[src/rtl/lcd_write_if.sv]
// Host-side write handshake plus the 4-bit HD44780 pin bundle.
// The engine takes the slave view; the host or testbench takes the master view.
interface lcd_write_if;
    logic [7:0] iData;
    logic       iRS;
    logic       iWrite;
    logic       oReady;
    logic       oInitDone;
    logic       oLCD_Enabled;
    logic       oLCD_RegisterSelect;
    logic       oLCD_StrataFlashControl;
    logic       oLCD_ReadWrite;
    logic [3:0] oLCD_Data;

    modport master (
        output iData, iRS, iWrite,
        input  oReady, oInitDone, oLCD_Enabled, oLCD_RegisterSelect,
               oLCD_StrataFlashControl, oLCD_ReadWrite, oLCD_Data
    );

    modport slave (
        input  iData, iRS, iWrite,
        output oReady, oInitDone, oLCD_Enabled, oLCD_RegisterSelect,
               oLCD_StrataFlashControl, oLCD_ReadWrite, oLCD_Data
    );
endinterface

[src/rtl/lcd_write_engine.sv]
// HD44780 4-bit write engine: autonomous power-up init and config, then
// serialises host bytes into two timed E strobes using one shared delay counter.
module lcd_write_engine #(
    parameter int CNT_W     = 20,
    parameter int T_POWERUP = 750000,
    parameter int T_INIT1   = 205000,
    parameter int T_INIT2   = 5000,
    parameter int T_SETUP   = 2,
    parameter int T_EN      = 12,
    parameter int T_HOLD    = 1,
    parameter int T_NIB     = 50,
    parameter int T_BYTE    = 2000,
    parameter int T_CLEAR   = 82000
) (
    input  logic        Clock,
    input  logic        Reset,
    lcd_write_if.slave  bus
);

    typedef enum logic [2:0] {
        PWR_WAIT, NIB_SETUP, NIB_EN, NIB_HOLD, NIB_GAP, BYTE_WAIT, IDLE
    } state_e;

    // Steps 0..3 are single init nibbles (upper half of the byte), 4..7 are
    // config bytes, 8 means the sequence is finished and host writes are live.
    localparam logic [3:0] SEQ_LAST_INIT = 4'd3;
    localparam logic [3:0] SEQ_LAST_CFG  = 4'd7;
    localparam logic [3:0] SEQ_DONE      = 4'd8;

    function automatic logic [CNT_W-1:0] cyc(input int k);
        return CNT_W'(k - 1);
    endfunction

    function automatic logic [7:0] seq_byte(input logic [3:0] idx);
        case (idx)
            4'd0, 4'd1, 4'd2: return 8'h30;
            4'd3:             return 8'h20;
            4'd4:             return 8'h28;
            4'd5:             return 8'h06;
            4'd6:             return 8'h0C;
            default:          return 8'h01;
        endcase
    endfunction

    function automatic logic [CNT_W-1:0] init_wait(input logic [3:0] idx);
        case (idx)
            4'd0:    return cyc(T_INIT1);
            4'd1:    return cyc(T_INIT2);
            default: return cyc(T_BYTE);
        endcase
    endfunction

    state_e           state_q, state_d;
    logic [CNT_W-1:0] cnt_q, cnt_d;
    logic [3:0]       seq_q, seq_d;
    logic [7:0]       byte_q, byte_d;
    logic             lower_q, lower_d;
    logic [3:0]       data_q, data_d;
    logic             rs_q, rs_d;
    logic             en_q, en_d;
    logic             ready_q, ready_d;
    logic             init_done_q, init_done_d;

    always_ff @(posedge Clock or posedge Reset) begin
        if (Reset) begin
            state_q     <= PWR_WAIT;
            cnt_q       <= '0;
            seq_q       <= '0;
            byte_q      <= '0;
            lower_q     <= 1'b0;
            data_q      <= '0;
            rs_q        <= 1'b0;
            en_q        <= 1'b0;
            ready_q     <= 1'b0;
            init_done_q <= 1'b0;
        end else begin
            state_q     <= state_d;
            cnt_q       <= cnt_d;
            seq_q       <= seq_d;
            byte_q      <= byte_d;
            lower_q     <= lower_d;
            data_q      <= data_d;
            rs_q        <= rs_d;
            en_q        <= en_d;
            ready_q     <= ready_d;
            init_done_q <= init_done_d;
        end
    end

    always_comb begin
        state_d     = state_q;
        cnt_d       = cnt_q;
        seq_d       = seq_q;
        byte_d      = byte_q;
        lower_d     = lower_q;
        data_d      = data_q;
        rs_d        = rs_q;
        en_d        = en_q;
        ready_d     = ready_q;
        init_done_d = init_done_q;

        case (state_q)
            // Counter leaves reset at 0, so the power-up wait counts up instead.
            PWR_WAIT: begin
                if (cnt_q == cyc(T_POWERUP)) begin
                    state_d = NIB_SETUP;
                    seq_d   = '0;
                    byte_d  = seq_byte(4'd0);
                    data_d  = byte_d[7:4];
                    rs_d    = 1'b0;
                    lower_d = 1'b0;
                    cnt_d   = cyc(T_SETUP);
                end else begin
                    cnt_d = cnt_q + 1'b1;
                end
            end
            NIB_SETUP: begin
                if (cnt_q == '0) begin
                    state_d = NIB_EN;
                    en_d    = 1'b1;
                    cnt_d   = cyc(T_EN);
                end else begin
                    cnt_d = cnt_q - 1'b1;
                end
            end
            NIB_EN: begin
                if (cnt_q == '0) begin
                    state_d = NIB_HOLD;
                    en_d    = 1'b0;
                    cnt_d   = cyc(T_HOLD);
                end else begin
                    cnt_d = cnt_q - 1'b1;
                end
            end
            NIB_HOLD: begin
                if (cnt_q == '0) begin
                    if (seq_q <= SEQ_LAST_INIT) begin
                        state_d = BYTE_WAIT;
                        cnt_d   = init_wait(seq_q);
                    end else if (!lower_q) begin
                        state_d = NIB_GAP;
                        cnt_d   = cyc(T_NIB);
                    end else begin
                        state_d = BYTE_WAIT;
                        cnt_d   = (!rs_q && (byte_q == 8'h01 || byte_q == 8'h02))
                                  ? cyc(T_CLEAR) : cyc(T_BYTE);
                    end
                end else begin
                    cnt_d = cnt_q - 1'b1;
                end
            end
            NIB_GAP: begin
                if (cnt_q == '0) begin
                    state_d = NIB_SETUP;
                    lower_d = 1'b1;
                    data_d  = byte_q[3:0];
                    cnt_d   = cyc(T_SETUP);
                end else begin
                    cnt_d = cnt_q - 1'b1;
                end
            end
            BYTE_WAIT: begin
                if (cnt_q == '0) begin
                    if (seq_q >= SEQ_LAST_CFG) begin
                        state_d     = IDLE;
                        seq_d       = SEQ_DONE;
                        ready_d     = 1'b1;
                        init_done_d = 1'b1;
                    end else begin
                        state_d = NIB_SETUP;
                        seq_d   = seq_q + 4'd1;
                        byte_d  = seq_byte(seq_d);
                        data_d  = byte_d[7:4];
                        rs_d    = 1'b0;
                        lower_d = 1'b0;
                        cnt_d   = cyc(T_SETUP);
                    end
                end else begin
                    cnt_d = cnt_q - 1'b1;
                end
            end
            IDLE: begin
                if (ready_q && bus.iWrite) begin
                    state_d = NIB_SETUP;
                    byte_d  = bus.iData;
                    rs_d    = bus.iRS;
                    data_d  = bus.iData[7:4];
                    lower_d = 1'b0;
                    ready_d = 1'b0;
                    cnt_d   = cyc(T_SETUP);
                end
            end
            default: state_d = PWR_WAIT;
        endcase
    end

    assign bus.oReady                  = ready_q;
    assign bus.oInitDone               = init_done_q;
    assign bus.oLCD_Enabled            = en_q;
    assign bus.oLCD_RegisterSelect     = rs_q;
    assign bus.oLCD_Data               = data_q;
    assign bus.oLCD_StrataFlashControl = 1'b1;
    assign bus.oLCD_ReadWrite          = 1'b0;

endmodule

[src/flat_wrapper.sv]
// flat-port wrapper written by rule: the top's interface ports become plain ports
module lcd_write_engine_flat 
#(
    parameter int CNT_W     = 20,
    parameter int T_POWERUP = 750000,
    parameter int T_INIT1   = 205000,
    parameter int T_INIT2   = 5000,
    parameter int T_SETUP   = 2,
    parameter int T_EN      = 12,
    parameter int T_HOLD    = 1,
    parameter int T_NIB     = 50,
    parameter int T_BYTE    = 2000,
    parameter int T_CLEAR   = 82000
)
  (Clock, Reset, bus_iData, bus_iRS, bus_iWrite, bus_oReady, bus_oInitDone, bus_oLCD_Enabled, bus_oLCD_RegisterSelect, bus_oLCD_StrataFlashControl, bus_oLCD_ReadWrite, bus_oLCD_Data);
  lcd_write_if bus_i ();
  input  logic Clock;
  input  logic Reset;
  input wire logic [$bits(bus_i.iData)-1:0] bus_iData;
  input wire logic [$bits(bus_i.iRS)-1:0] bus_iRS;
  input wire logic [$bits(bus_i.iWrite)-1:0] bus_iWrite;
  output wire logic [$bits(bus_i.oReady)-1:0] bus_oReady;
  output wire logic [$bits(bus_i.oInitDone)-1:0] bus_oInitDone;
  output wire logic [$bits(bus_i.oLCD_Enabled)-1:0] bus_oLCD_Enabled;
  output wire logic [$bits(bus_i.oLCD_RegisterSelect)-1:0] bus_oLCD_RegisterSelect;
  output wire logic [$bits(bus_i.oLCD_StrataFlashControl)-1:0] bus_oLCD_StrataFlashControl;
  output wire logic [$bits(bus_i.oLCD_ReadWrite)-1:0] bus_oLCD_ReadWrite;
  output wire logic [$bits(bus_i.oLCD_Data)-1:0] bus_oLCD_Data;
  assign bus_i.iData = bus_iData;
  assign bus_i.iRS = bus_iRS;
  assign bus_i.iWrite = bus_iWrite;
  assign bus_oReady = bus_i.oReady;
  assign bus_oInitDone = bus_i.oInitDone;
  assign bus_oLCD_Enabled = bus_i.oLCD_Enabled;
  assign bus_oLCD_RegisterSelect = bus_i.oLCD_RegisterSelect;
  assign bus_oLCD_StrataFlashControl = bus_i.oLCD_StrataFlashControl;
  assign bus_oLCD_ReadWrite = bus_i.oLCD_ReadWrite;
  assign bus_oLCD_Data = bus_i.oLCD_Data;
  lcd_write_engine #(.CNT_W(CNT_W), .T_POWERUP(T_POWERUP), .T_INIT1(T_INIT1), .T_INIT2(T_INIT2), .T_SETUP(T_SETUP), .T_EN(T_EN), .T_HOLD(T_HOLD), .T_NIB(T_NIB), .T_BYTE(T_BYTE), .T_CLEAR(T_CLEAR)) u_core (.Clock(Clock), .Reset(Reset), .bus(bus_i));
endmodule
[config.mk]
export PLATFORM = sky130hd
export DESIGN_NAME = lcd_write_engine_flat
export DESIGN_NICKNAME = d
export VERILOG_FILES = /design/src/rtl/lcd_write_if.sv /design/src/rtl/lcd_write_engine.sv /design/src/flat_wrapper.sv
export SDC_FILE = /design/constraint.sdc
export NUM_CORES = 1
export LEC_CHECK = 0
export CAP_MARGIN = 20
export CORE_MARGIN = 5
export CORE_UTILIZATION = 47
export CTS_CLUSTER_SIZE = 24
export DETAILED_ROUTE_END_ITERATION = 16
export PLACE_DENSITY = 0.78
export SETUP_SLACK_MARGIN = 0.2
export SLEW_MARGIN = 20
export SYNTH_ARGS = -nofsm -noshare
export SYNTH_HDL_FRONTEND = slang
export SYNTH_SLANG_ARGS = --single-unit
[constraint.sdc]
create_clock -name Clock -period 2.7 [get_ports Clock]
set_input_delay 0.54 -clock Clock [delete_from_list [all_inputs] [get_ports Clock]]
set_output_delay 0.54 -clock Clock [all_outputs]
set_load 0.1 [all_outputs]
Word level (Yosys, flattened, before mapping). Index checks and enable logic that the tools add are counted. Widths: inputs -> output; s select.

Latch bits: 0. RAM bits: 0. Bits in registers: 44. Output and inout port bits: 10. Memory bits (read-only): 0. Memories kept: 0. Logic and storage cells: 117. Input bits: 12.

Reductions and logical operators: 23. Bitwise operators: 0. Shift operators: 0. Divide/modulo/power cells: 0. $add $sub $neg: 3. Equal/unequal tests: 26. Multiply operators: 0. Mux-type cells: 53. $lt $le $gt $ge: 2.

Operators with widths (number): $mux 20 (10); $pmux 20 s7 (1); $pmux 18 s2 (1); $mux 4 (8); $mux 8 (4); $pmux 6 s5 (1); $mux 3 (9); $pmux 8 s3 (1); $pmux 3 s7 (1); $add 20x1->20 const B (1); $eq 20x20->1 const B (1); $logic_not 20->1 (1); $sub 20x1->20 const B (1); $mux 17 (1); $ne 2x1->1 const B (8); $pmux 4 s4 (1); $eq 4x3->1 const B (3); $reduce_and 3->1 (4); $mux 1 (10); $eq 3x3->1 const B (3); $eq 4x1->1 const B (2); $eq 4x2->1 const B (2); $eq 8x1->1 const B (1); $eq 8x2->1 const B (1); 25 further kinds (31).

Logic depth before layout (Yosys ltp). Gate-level depths: netlist of run 1.

Depth in word-level cells: 8. Mapped depth: 10. Mapped depth without buffers: 8.

Least setup slack after synthesis of run 1. Ideal clock, no wire load.

Path kind: flip-flop to flip-flop. From: reg u_core.ready_q (netlist: u_core.bus.oReady). To: reg u_core.cnt_q[9]. Library setup time: 64 ps. Slack: 287 ps. Cell stages (with the launch flop): 7. Required time: 2636 ps. Clock period less this slack: 2413 ps. Path buffers: 0. Data arrival time: 2348 ps. Cells stage by stage: dfrtp_1 > nand2_1 > o21ai_0 > o31ai_1 > or4_1 > a21oi_1 > a211o_1.

Longest elaborated chain between the ends: 3.

RTL lines: from (decl) (line lcd_write_engine.sv:61) `logic ready_q, ready_d;`; from (signal assigned) (line lcd_write_engine.sv:85) `ready_q <= ready_d;`; $logic_and 1x1->1 (line lcd_write_engine.sv:183) `if (ready_q && bus.iWrite) begin`; $ne 2x1->1 (no source line); $reduce_and 3->1 (no source line); to (signal assigned) (line lcd_write_engine.sv:78) `cnt_q <= cnt_d;`; to (decl) (line lcd_write_engine.sv:54) `logic [CNT_W-1:0] cnt_q, cnt_d;`.

No other way between the ends. A chain may end at the register's enable or synchronous reset.

Worst setup path after layout of run 1.
From: reg u_core.cnt_q[15]. To: reg u_core.cnt_q[10].

Longest elaborated chain between the ends: 3. Elaborated cells between the ends (all ways): 11. Those cells by class: eq/ne (2); mux (7); reduce/logical (2).

RTL lines: $eq 20x20->1 or $logic_not 20->1 (tied branches); $mux 20, or another cell as far along (line lcd_write_engine.sv:105) `if (cnt_q == cyc(T_POWERUP)) begin`; $pmux 20 s7 or $reduce_and 3->1 (tied branches).

Several ways; a longest one is shown, not always the timed one.

==> impl_metrics.yaml, run 1 <==
floorplanning:
  rows: 31
  die_w_um: 96.68
  die_area_mm2: 0.009346
  io-pin-count: 22
  core-area_mm2: 0.007292
  initial_utilization_pct: 48.42
  die_y_um: 96.68
flow_run:
  maxCapViolCount: 0
setup_path:
  crit_type: "reg -> reg"
  crit_family: "simple AND/OR/NAND/NOR gates"
  worst-path-stages: 6
  regToRegSetupSlack_ps: 300
  cp_data_required_time_ps: 2950
  crit_buf_inv: 0
  crit_path_end_kind: "flop"
  startpoint_type: "flop"
  cp_slowest_stage_delay_ps: 510
  path_cells: "nor4_2 > nand4_2 > or2_1 > nor3b_1 > a2111oi_1 > nor2_1"
  rr_worst_depth: 6
  crit_arrival_ps: 2640
  worst-path-max-fanout: 10
  cp_slowest_cell: "dfrtp_1"
clock_network:
  cts_tree: "yes"
  numCtsBuffers: 5
  clock-sinks: 44
  clock_latency_ps: 310
  h-tree-depth: 2
  clk_pin_slew_ps: 90
  ctsHoldBuffers: 0
  clk_path_buf_depth: 2
  cts_root_buf: "clkbuf_8"
yosys:
  ys_seq_area_share_pct: 31.18
  ys_ff_latch: 44
  synth_warnings: 0
  synthesis.area_mm2: 0.003531
  synthArstFlopShare_pct: 100.0
  yosys.cell_types.count: 71
  synth_fp_nets: 445
  synth_edf_count: 0
  ys.flop_type: "dfrtp_1"
  synthCells: 426
  syn_avg_cell_area_um2: 8.288
worst_hold_path:
  min_path_cells: 1
  hp-class: "reg -> reg"
sta:
  relSlewSlack_pct: 50.30
  fmax_mhz: 417.0
  worst_pin_slew_ps: 737.8
  fin_setup_tns_ps: 0
  drv_slew: 0
  fin_crit_ps: 2398
  setup_viol: 0
  hold_ws_ps: 477.1
  grt_setup_unrepaired: "yes"
  worst_slack_ps: 301.9
  timing.final.crit_share_pct: 88.82
  fin_worst_skew_ps: 4.092
  hold_violations: 0
global_routing:
  grt_max_degree: 45
  grt_pass1_vias: 3502
  grt_pass1_wl_mm: 17.71
  track_usage_pct: 22.64
  antenna_found_initial: 0
  grt_remaining_overflow: 0
power_and_ir_drop:
  total_power_mw: 1.148
  peakVddDrop_mv: 0.1762
  p_per_area_mw_per_mm2: 283.7
  leakagePower_nw: 1.670
routing:
  drt-total-wl_mm: 10.65
  drc: 0
  ant_nets: 0
  post_drt_wl_per_cell_um: 19.23
  firstDrtPassIters: 6
  drt_iter0_markers: 395
  vias: 3641
  viasPerCell: 6.572
layout:
  instances_no_fill: 554
  nets: 473
  syn_to_final_growth_pct: 14.60
  drive_gt1_share_pct: 20.00
  fillers: 692
  design_area_mm2: 0.004046
  antenna_cells: 0
  multiInputGateArea_mm2: 0.002210
  fin_util_pct: 55.49
  seq_area_mm2: 0.001101
placement:
  gp_congestion: 0.9805
  place_area_mm2: 0.003910
  place_ws_ps: 29.35
  io_buffer_count: 19
  placedCellCount: 544
  dpl.hpwl_mm: 7.928
run_status:
  status: "completed"
[cells in the final DEF, fill, tap and decap left out, types with 3 or more instances in the layout]
cell type         n
buf_4            47
dfrtp_1          44
nor2_1           32
nand2_1          27
a21oi_1          27
o21ai_0          25
inv_1            14
mux2_2           13
nand4_1          11
nor3_1           11
nor4_1           11
and3_1           11
nand3_1          11
clkdlybuf4s50_1  11
a31oi_1          10
a211oi_1          9
a21o_1            7
o22ai_1           7
o31ai_1           6
nor2b_1           6
ha_1              6
nor3b_1           5
xnor2_1           5
clkbuf_8          5
mux2i_1           4
o211ai_1          4
or2_2             4
a221oi_1          4
a2bb2oi_1         3
or3_1             3
nand2b_1          3
xor2_1            3
nor4_4            3
and3b_1           3
o21ai_1           3
and2_1            3
[per-layer routing]
layer	global-route usage [%]	share of wire, %	vias up	wire length [um]
met5	0	0	-	0
met3	4.245	9.0	37	961
met2	37.85	48	205	5065
met1	29.24	40	1751	4298
li1	-	-	1648	-
met4	7.883	3.1	0	328
[cells by family after synthesis]
| logic type | share of synthesized area (%) |
|---|---|
| AOI/OAI and AO/OA | 25.20 |
| xor gates and xnor gates | 1.984 |
| adders and majority gates | 2.480 |
| buffers and inverters | 7.051 |
| DFF | 31.18 |
| muxes | 5.280 |
| other | 0.2127 |
| and+or+nand+nor | 26.61 |
[final timing paths]
check / startpoint / to
setup / recovery: u_core.cnt_q[15]$_DFFE_PP0P_ / u_core.cnt_q[10]$_DFFE_PP0P_
hold / removal: u_core.bus.oInitDone$_DFFE_PP0P_ / u_core.bus.oInitDone$_DFFE_PP0P_
setup reg to reg: u_core.cnt_q[15]$_DFFE_PP0P_ / u_core.cnt_q[10]$_DFFE_PP0P_
hold reg to reg: u_core.bus.oInitDone$_DFFE_PP0P_ / u_core.bus.oInitDone$_DFFE_PP0P_
max in group asynchronous: Reset / u_core.state_q[1]$_DFFE_PP0P_
min in group asynchronous: Reset / u_core.cnt_q[6]$_DFFE_PP0P_
[what timing repair did]
item / in CTS / in global routing
buffers inserted: 0 / 2
resized for setup: 0 / 9
setup endpoints to repair: 0 / 17
[power by group]
group / internal, mW / switching, mW / total [mW]
Clock: 0.184 / 0.261 / 0.444
Sequential: 0.658 / 0 / 0.658
Combinational: 0.0161 / 0.0293 / 0.0454
Total: 0.858 / 0.290 / 1.15
[Yosys cell counts, types with 5 or more instances]
| library cell | number | area share [%] |
|---|---|---|
| inv_1 | 15 | 1.6 |
| dfrtp_1 | 44 | 31 |
| nor2b_1 | 6 | 1.1 |
| o31ai_1 | 7 | 1.5 |
| nand2_1 | 28 | 3.0 |
| nand4_1 | 11 | 1.9 |
| o21ai_0 | 26 | 3.7 |
| nor3b_1 | 5 | 1.1 |
| a21o_1 | 7 | 1.5 |
| a31oi_1 | 10 | 1.8 |
| mux2_2 | 13 | 4.1 |
| buf_2 | 16 | 2.3 |
| nor4_1 | 11 | 1.9 |
| nor3_1 | 11 | 1.6 |
| and3_1 | 11 | 1.9 |
| nand3_1 | 11 | 1.6 |
| nor2_1 | 32 | 3.4 |
| clkbuf_1 | 14 | 1.5 |
| a211oi_1 | 9 | 1.9 |
| ha_1 | 7 | 2.5 |
| o22ai_1 | 7 | 1.2 |
| a21oi_1 | 27 | 3.8 |
| xnor2_1 | 5 | 1.2 |
[flip-flops by register name, indices dropped and copies added (netlist names)]
register                        cells
u_core.bus.oLCD_Enabled             1
u_core.bus.oInitDone                1
u_core.state_q                      3
u_core.cnt_q                       20
u_core.bus.oLCD_RegisterSelect      1
u_core.seq_q                        4
u_core.bus.oReady                   1
u_core.bus.oLCD_Data                4
u_core.byte_q                       8
u_core.lower_q                      1
[cell type report]
type	instances	area share [%]
clock buffers	5	1.701
clock inverters	3	0.5875
inverters	15	1.391
multi-input cells	330	54.61
flip-flops and latches	44	27.21
well taps	99	3.061
repair buffers	58	11.44
(Power assumes the default switching activity.)
==> run 2: changes to the inputs <==
--- a/config.mk
+++ b/config.mk
@@ -10,7 +10,7 @@
 export CORE_UTILIZATION = 47
 export CTS_CLUSTER_SIZE = 24
 export DETAILED_ROUTE_END_ITERATION = 16
-export PLACE_DENSITY = 0.78
+export PLACE_DENSITY = 0.8
 export SETUP_SLACK_MARGIN = 0.2
 export SLEW_MARGIN = 20
 export SYNTH_ARGS = -nofsm -noshare
==> constraint.sdc (replaced) <==
create_clock -name Clock -period 2.2 [get_ports Clock]
set_input_delay 0.44 -clock Clock [delete_from_list [all_inputs] [get_ports Clock]]
set_output_delay 0.44 -clock Clock [all_outputs]
set_load 0.1 [all_outputs]
==> run 2 against run 1 <==
  * Register-to-register slack got worse by 360 ps
  * Via count rose by 17%
  * Setup slack worse by 360 ps
  * Critical path depth increased by 1
  * Sequential power is 23% higher
  * Cell count rose by 15%
  * Cell area grew 32%
  * Count of clock-buffer cells in the layout unchanged
  * The run now ends with negative setup slack left
  * Clock power rose by 50%
  * Utilization up 18 points
  * First-iteration DRC count rose by 32%
  * Largest cell class unchanged
==> impl_metrics.yaml, run 2 (synthesis results as in run 1) <==
setup_path:
  crit_path_end_kind: "flop"
  r2r_end: "u_core.seq_q[0]$_DFFE_PP0P_"
  crit_arrival_ps: 2510
  crit_family: "simple AND/OR/NAND/NOR gates"
  startpoint_type: "flop"
  rr_worst_depth: 7
  cp_slowest_stage_delay_ps: 460
  reg2reg_from: "u_core.cnt_q[7]$_DFFE_PP0P_"
  worst-path-max-fanout: 5
  cp_slowest_cell: "dfrtp_2"
  path_cells: "nor4_4 > buf_4 > nand4_1 > nor4_2 > o21ba_4 > nor3b_2 > or2_4"
  cp_data_required_time_ps: 2450
  crit_buf_inv: 1
  crit_type: "reg -> reg"
  regToRegSetupSlack_ps: -60
sta:
  worst_pin_slew_ps: 719.5
  setup_viol: 7
  hold_violations: 0
  relSlewSlack_pct: 51.59
  worst_slack_ps: -56.10
  grt_setup_unrepaired: "yes"
  fin_crit_ps: 2256
  fmax_mhz: 443.2
  fin_worst_skew_ps: 7.683
  timing.final.crit_share_pct: 102.5
  fin_setup_tns_ps: -266.4
  drv_slew: 0
power_and_ir_drop:
  swShare_pct: 23.50
  p_int_mw: 1.173
  p_per_area_mw_per_mm2: 287.8
  peakVddDrop_mv: 0.2769
  power_frac_comb_pct: 3.9
  leakagePower_nw: 2.203
  netSwitchingPower_mw: 0.3602
  pwr-share-clk_pct: 43.4
  power_frac_seq_pct: 52.7
placement:
  gp_congestion: 1.006
  place_ws_ps: -59.64
  io_buffer_count: 19
  placedCellCount: 590
  dpl.hpwl_mm: 8.480
floorplanning:
  rows: 31
  die_area_mm2: 0.009346
  io-pin-count: 22
  die_y_um: 96.68
  initial_utilization_pct: 48.42
  die_w_um: 96.68
  core-area_mm2: 0.007292
layout:
  syn_to_final_growth_pct: 50.82
  fin_util_pct: 73.03
  nets: 554
  instances_no_fill: 635
  final_common_cell: "buf_4"
  largest_registers: "u_core.cnt_q: 20 flops, u_core.byte_q: 8 flops"
  final_cell_mix: "buf_4 (95), dfrtp_1 (33), buf_6 (31)"
  fillers: 489
  top_register: "u_core.cnt_q"
  multiInputGateArea_mm2: 0.002718
  seq_area_mm2: 0.001120
  largest_reg_flops: 20
  drive_gt1_share_pct: 47.95
  antenna_cells: 0
routing:
  vias: 4250
  ant_nets: 0
  drt-total-wl_mm: 13.89
  viasPerCell: 6.693
  post_drt_wl_per_cell_um: 21.87
  drc: 0
  drt_iter0_markers: 521
  firstDrtPassIters: 5
worst_hold_path:
  hp-class: "in -> async"
global_routing:
  grt_remaining_overflow: 0
  grt_pass1_wl_mm: 20.22
  grt_pass1_vias: 4028
  antenna_found_initial: 0
  grt_max_degree: 22
  track_usage_pct: 26.13
clock_network:
  clk_pin_slew_ps: 100
  cts_root_buf: "clkbuf_8"
  h-tree-depth: 2
  clock-sinks: 44
  numCtsBuffers: 5
  clock_latency_ps: 310
  cts_tree: "yes"
  clk_path_buf_depth: 2
run_status:
  status: "finished with violations"
  violations: "negative setup slack"
flow_run:
  maxCapViolCount: 0
==> run 2: power groups by stage <==
| stage | Sequential (mW) | Combinational (mW) | Clock, mW |
|---|---|---|---|
| 3_3_place_gp | 0.824 | 0.0593 | 0 |
| 5_1_grt | 0.808 | 0.0648 | 0.700 |
| 4_1_cts | 0.808 | 0.0604 | 0.669 |
| 2_1_floorplan | 0.824 | 0.0302 | 0 |
| 6_report | 0.808 | 0.0602 | 0.665 |
| 3_5_place_dp | 0.824 | 0.0597 | 0 |
==> run 2: per-layer routing <==
metal,share of wire (%),GRT usage [%]
met5,0,0
met3,8.3,5.108
met4,5.9,12.85
met1,35,30.20
met2,51,45.86
==> run 2: worst register-to-register path, cell delays in order, from the launching register on <==
cell and delay, ps:
dfrtp_2 460, nor4_4 410, buf_4 200, nand4_1 190, nor4_2 320, o21ba_4 250
nor3b_2 220, or2_4 140
==> run 2: layout make-up <==
cell class	count	area share [%]
clock inverter	3	0.8694
tap	99	2.326
sequential	44	21.03
multi-input combinational	331	51.03
clock buffer	5	1.292
timing repair buffer	138	22.39
inverter	15	1.057
==> run 2: timing repair <==
action / in CTS / in global routing
pin swaps: 23 / 38
hold endpoints to repair: 0 / 0
gates resized for setup: 90 / 79
cloned: 2 / 0
hold buffers: 0 / 0
setup buffers: 20 / 15
setup endpoints to repair: 37 / 41
==> run 2: worst max path at each step <==
stage,endpoint,cells after the start,slack [ps],start
floorplan,u_core.cnt_q[3]$_DFFE_PP0P_,8,180,u_core.cnt_q[6]$_DFFE_PP0P_
global placement,u_core.cnt_q[9]$_DFFE_PP0P_,7,-100,bus_iWrite
detailed placement,u_core.cnt_q[17]$_DFFE_PP0P_,8,-60,bus_iWrite
CTS,u_core.cnt_q[8]$_DFFE_PP0P_,8,60,u_core.cnt_q[15]$_DFFE_PP0P_
global route,u_core.cnt_q[12]$_DFFE_PP0P_,8,-180,u_core.cnt_q[0]$_DFFE_PP0P_
finish,u_core.seq_q[0]$_DFFE_PP0P_,7,-60,u_core.cnt_q[7]$_DFFE_PP0P_
==> run 2: through the flow <==
step | hold WS [ps] | area [um^2] | total power [mW]
2_1_floorplan | 470.4 | 3561 | 0.8544
3_3_place_gp | 458.1 | 4298 | 0.8835
3_5_place_dp | 468.8 | 4298 | 0.8838
4_1_cts | 474.1 | 4907 | 1.537
5_1_grt | 488.6 | 5325 | 1.573
6_report | 465.6 | 5325 | 1.533
==> run 3: changes to the inputs <==
--- a/config.mk
+++ b/config.mk
@@ -6,7 +6,7 @@
 export NUM_CORES = 1
 export LEC_CHECK = 0
 export CAP_MARGIN = 20
-export CORE_MARGIN = 5
+export CORE_MARGIN = 3
 export CORE_UTILIZATION = 47
 export CTS_CLUSTER_SIZE = 24
 export DETAILED_ROUTE_END_ITERATION = 16
==> run 3 against run 2 <==
  * The flow still finishes with violations (negative setup slack)
  * Cell area down 0.12%
  * Critical path type unchanged
  * Global-route usage up 4.2 points
  * Largest power group unchanged
  * First-iteration DRC count up 13%
  * Critical endpoint is now u_core.cnt_q[2]$_DFFE_PP0P_
==> impl_metrics.yaml, run 3 (synthesis results as in run 1) <==
run_status:
  status: "finished with violations"
  violations: "negative setup slack"
sta:
  fin_worst_skew_ps: 8.082
  fin_crit_ps: 2268
  worst_pin_slew_ps: 552.8
  worst_slack_ps: -67.96
  timing.final.crit_share_pct: 103.1
  grt_setup_unrepaired: "yes"
  drv_slew: 0
  fmax_mhz: 440.9
  hold_ws_ps: 471.5
  hold_violations: 0
  relSlewSlack_pct: 63.01
  setup_viol: 9
  fin_setup_tns_ps: -322.0
clock_network:
  clock_latency_ps: 310
  cts_tree: "yes"
  clock-sinks: 44
  ctsHoldBuffers: 0
  h-tree-depth: 2
  cts_root_buf: "clkbuf_8"
  clk_path_buf_depth: 2
  clk_pin_slew_ps: 90
  numCtsBuffers: 5
power_and_ir_drop:
  peakVddDrop_mv: 0.3626
  swShare_pct: 23.72
  leakagePower_nw: 2.218
  p_int_mw: 1.173
  pwr-share-clk_pct: 43.5
  netSwitchingPower_mw: 0.3647
  power_frac_comb_pct: 4.0
  p_per_area_mw_per_mm2: 289.0
  power_frac_seq_pct: 52.6
floorplanning:
  die_y_um: 92.68
  initial_utilization_pct: 50.30
  rows: 30
  die_w_um: 92.68
  die_area_mm2: 0.008589
  io-pin-count: 22
  core-area_mm2: 0.007019
setup_path:
  crit_type: "reg -> reg"
  reg2reg_from: "u_core.cnt_q[0]$_DFFE_PP0P_"
  rr_worst_depth: 10
  crit_path_end_kind: "flop"
  cp_data_required_time_ps: 2410
  startpoint_type: "flop"
  worst-path-max-fanout: 4
  regToRegSetupSlack_ps: -70
  r2r_end: "u_core.cnt_q[2]$_DFFE_PP0P_"
  crit_arrival_ps: 2480
worst_hold_path:
  hp-class: "reg -> reg"
  whs_endpoint: "u_core.bus.oInitDone$_DFFE_PP0P_"
  min_path_cells: 1
  hold_path.startpoint: "u_core.bus.oInitDone$_DFFE_PP0P_"
routing:
  firstDrtPassIters: 7
  drt_iter0_markers: 591
  drt-total-wl_mm: 14.08
  drc: 0
  vias: 4364
  ant_nets: 0
  post_drt_wl_per_cell_um: 22.21
  viasPerCell: 6.883
placement:
  gp_congestion: 0.9648
  placedCellCount: 590
  io_buffer_count: 19
  dpl.hpwl_mm: 8.611
global_routing:
  track_usage_pct: 30.32
  grt_remaining_overflow: 0
  antenna_found_initial: 0
  grt_max_degree: 19
  grt_pass1_vias: 4047
  grt_pass1_wl_mm: 20.73
layout:
  drive_gt1_share_pct: 47.96
  top_register: "u_core.cnt_q"
  seq_area_mm2: 0.001120
  final_common_cell: "buf_4"
  largest_registers: "u_core.cnt_q: 20 flops, u_core.byte_q: 8 flops"
  multiInputGateArea_mm2: 0.002709
  instances_no_fill: 634
  syn_to_final_growth_pct: 50.64
  largest_reg_flops: 20
  nets: 556
  antenna_cells: 0
  final_cell_mix: "buf_4 (107), dfrtp_1 (33), nand2_1 (24)"
  fillers: 436
flow_run:
  maxCapViolCount: 0
run 3: cell types whose count changed in the layout (fill, tap and decap cells not counted), sizes merged:
cell / change
clkdlybuf4s50: -1
dlymetal6s2s: +1
buf: +2
run 3: power groups by stage:
stage / sequential, mW / combinational (mW) / clock, mW
6_report: 0.808 / 0.0612 / 0.668
3_3_place_gp: 0.824 / 0.0604 / 0
3_5_place_dp: 0.824 / 0.0611 / 0
5_1_grt: 0.808 / 0.0661 / 0.703
2_1_floorplan: 0.824 / 0.0302 / 0
4_1_cts: 0.808 / 0.0614 / 0.674
run 3: worst max-delay path, cell delays in order, from the launching register on:
cell and delay, ps:
dfrtp_1 440, inv_2 80, ha_1 170, nor2b_4 210
nand4_4 170, buf_6 180, o31a_1 300, buf_4 160
buf_6 120, buf_6 120, a22o_1 220
run 3: how the worst max path moves through the flow:
stage               cells after the start                    startpoint  slack, ps                      endpoint
floorplan                               8   u_core.cnt_q[6]$_DFFE_PP0P_        180   u_core.cnt_q[3]$_DFFE_PP0P_
global placement                        7                    bus_iWrite       -120   u_core.cnt_q[9]$_DFFE_PP0P_
detailed placement                      8                    bus_iWrite       -190   u_core.cnt_q[3]$_DFFE_PP0P_
CTS                                     8  u_core.cnt_q[17]$_DFFE_PP0P_         50  u_core.cnt_q[17]$_DFFE_PP0P_
global route                           10   u_core.cnt_q[1]$_DFFE_PP0P_       -100   u_core.cnt_q[2]$_DFFE_PP0P_
finish                                 10   u_core.cnt_q[0]$_DFFE_PP0P_        -70   u_core.cnt_q[2]$_DFFE_PP0P_
run 3: stage by stage:
| step | area, um^2 | utilization (%) | worst slack [ps] | power [mW] |
|---|---|---|---|---|
| floorplan | 3561 | - | 180.8 | 0.8544 |
| global placement | 4329 | 61.68 | -123.9 | 0.8845 |
| detailed placement | 4329 | 61.68 | -192.8 | 0.8853 |
| CTS | 4970 | 70.80 | 54.66 | 1.544 |
| global route | 5319 | 75.78 | -103.5 | 1.577 |
| finish | 5319 | 75.78 | -67.96 | 1.537 |
run 3: timing repair:
item,4_1_cts,5_1_grt
resized for setup,84,60
gates cloned,1,0
setup endpoints to repair,40,42
pin swaps,27,18
buffers inserted,22,13
run 3: routing by layer:
layer / part of all wire (%) / vias to the layer above / track usage, %
met2: 48 / 348 / 51.78
met3: 10 / 96 / 4.630
li1: - / 1830 / -
met4: 5.9 / 0 / 14.16
met5: 0 / - / 0
met1: 36 / 2090 / 37.47
run 3: cell type report:
cell class | count | area share (%)
Inverter | 15 | 1.059
Multi-Input combinational cell | 331 | 50.93
Tap cell | 96 | 2.258
Timing Repair Buffer | 140 | 22.54
Sequential cell | 44 | 21.05
Clock buffer | 5 | 1.294
Clock inverter | 3 | 0.8704
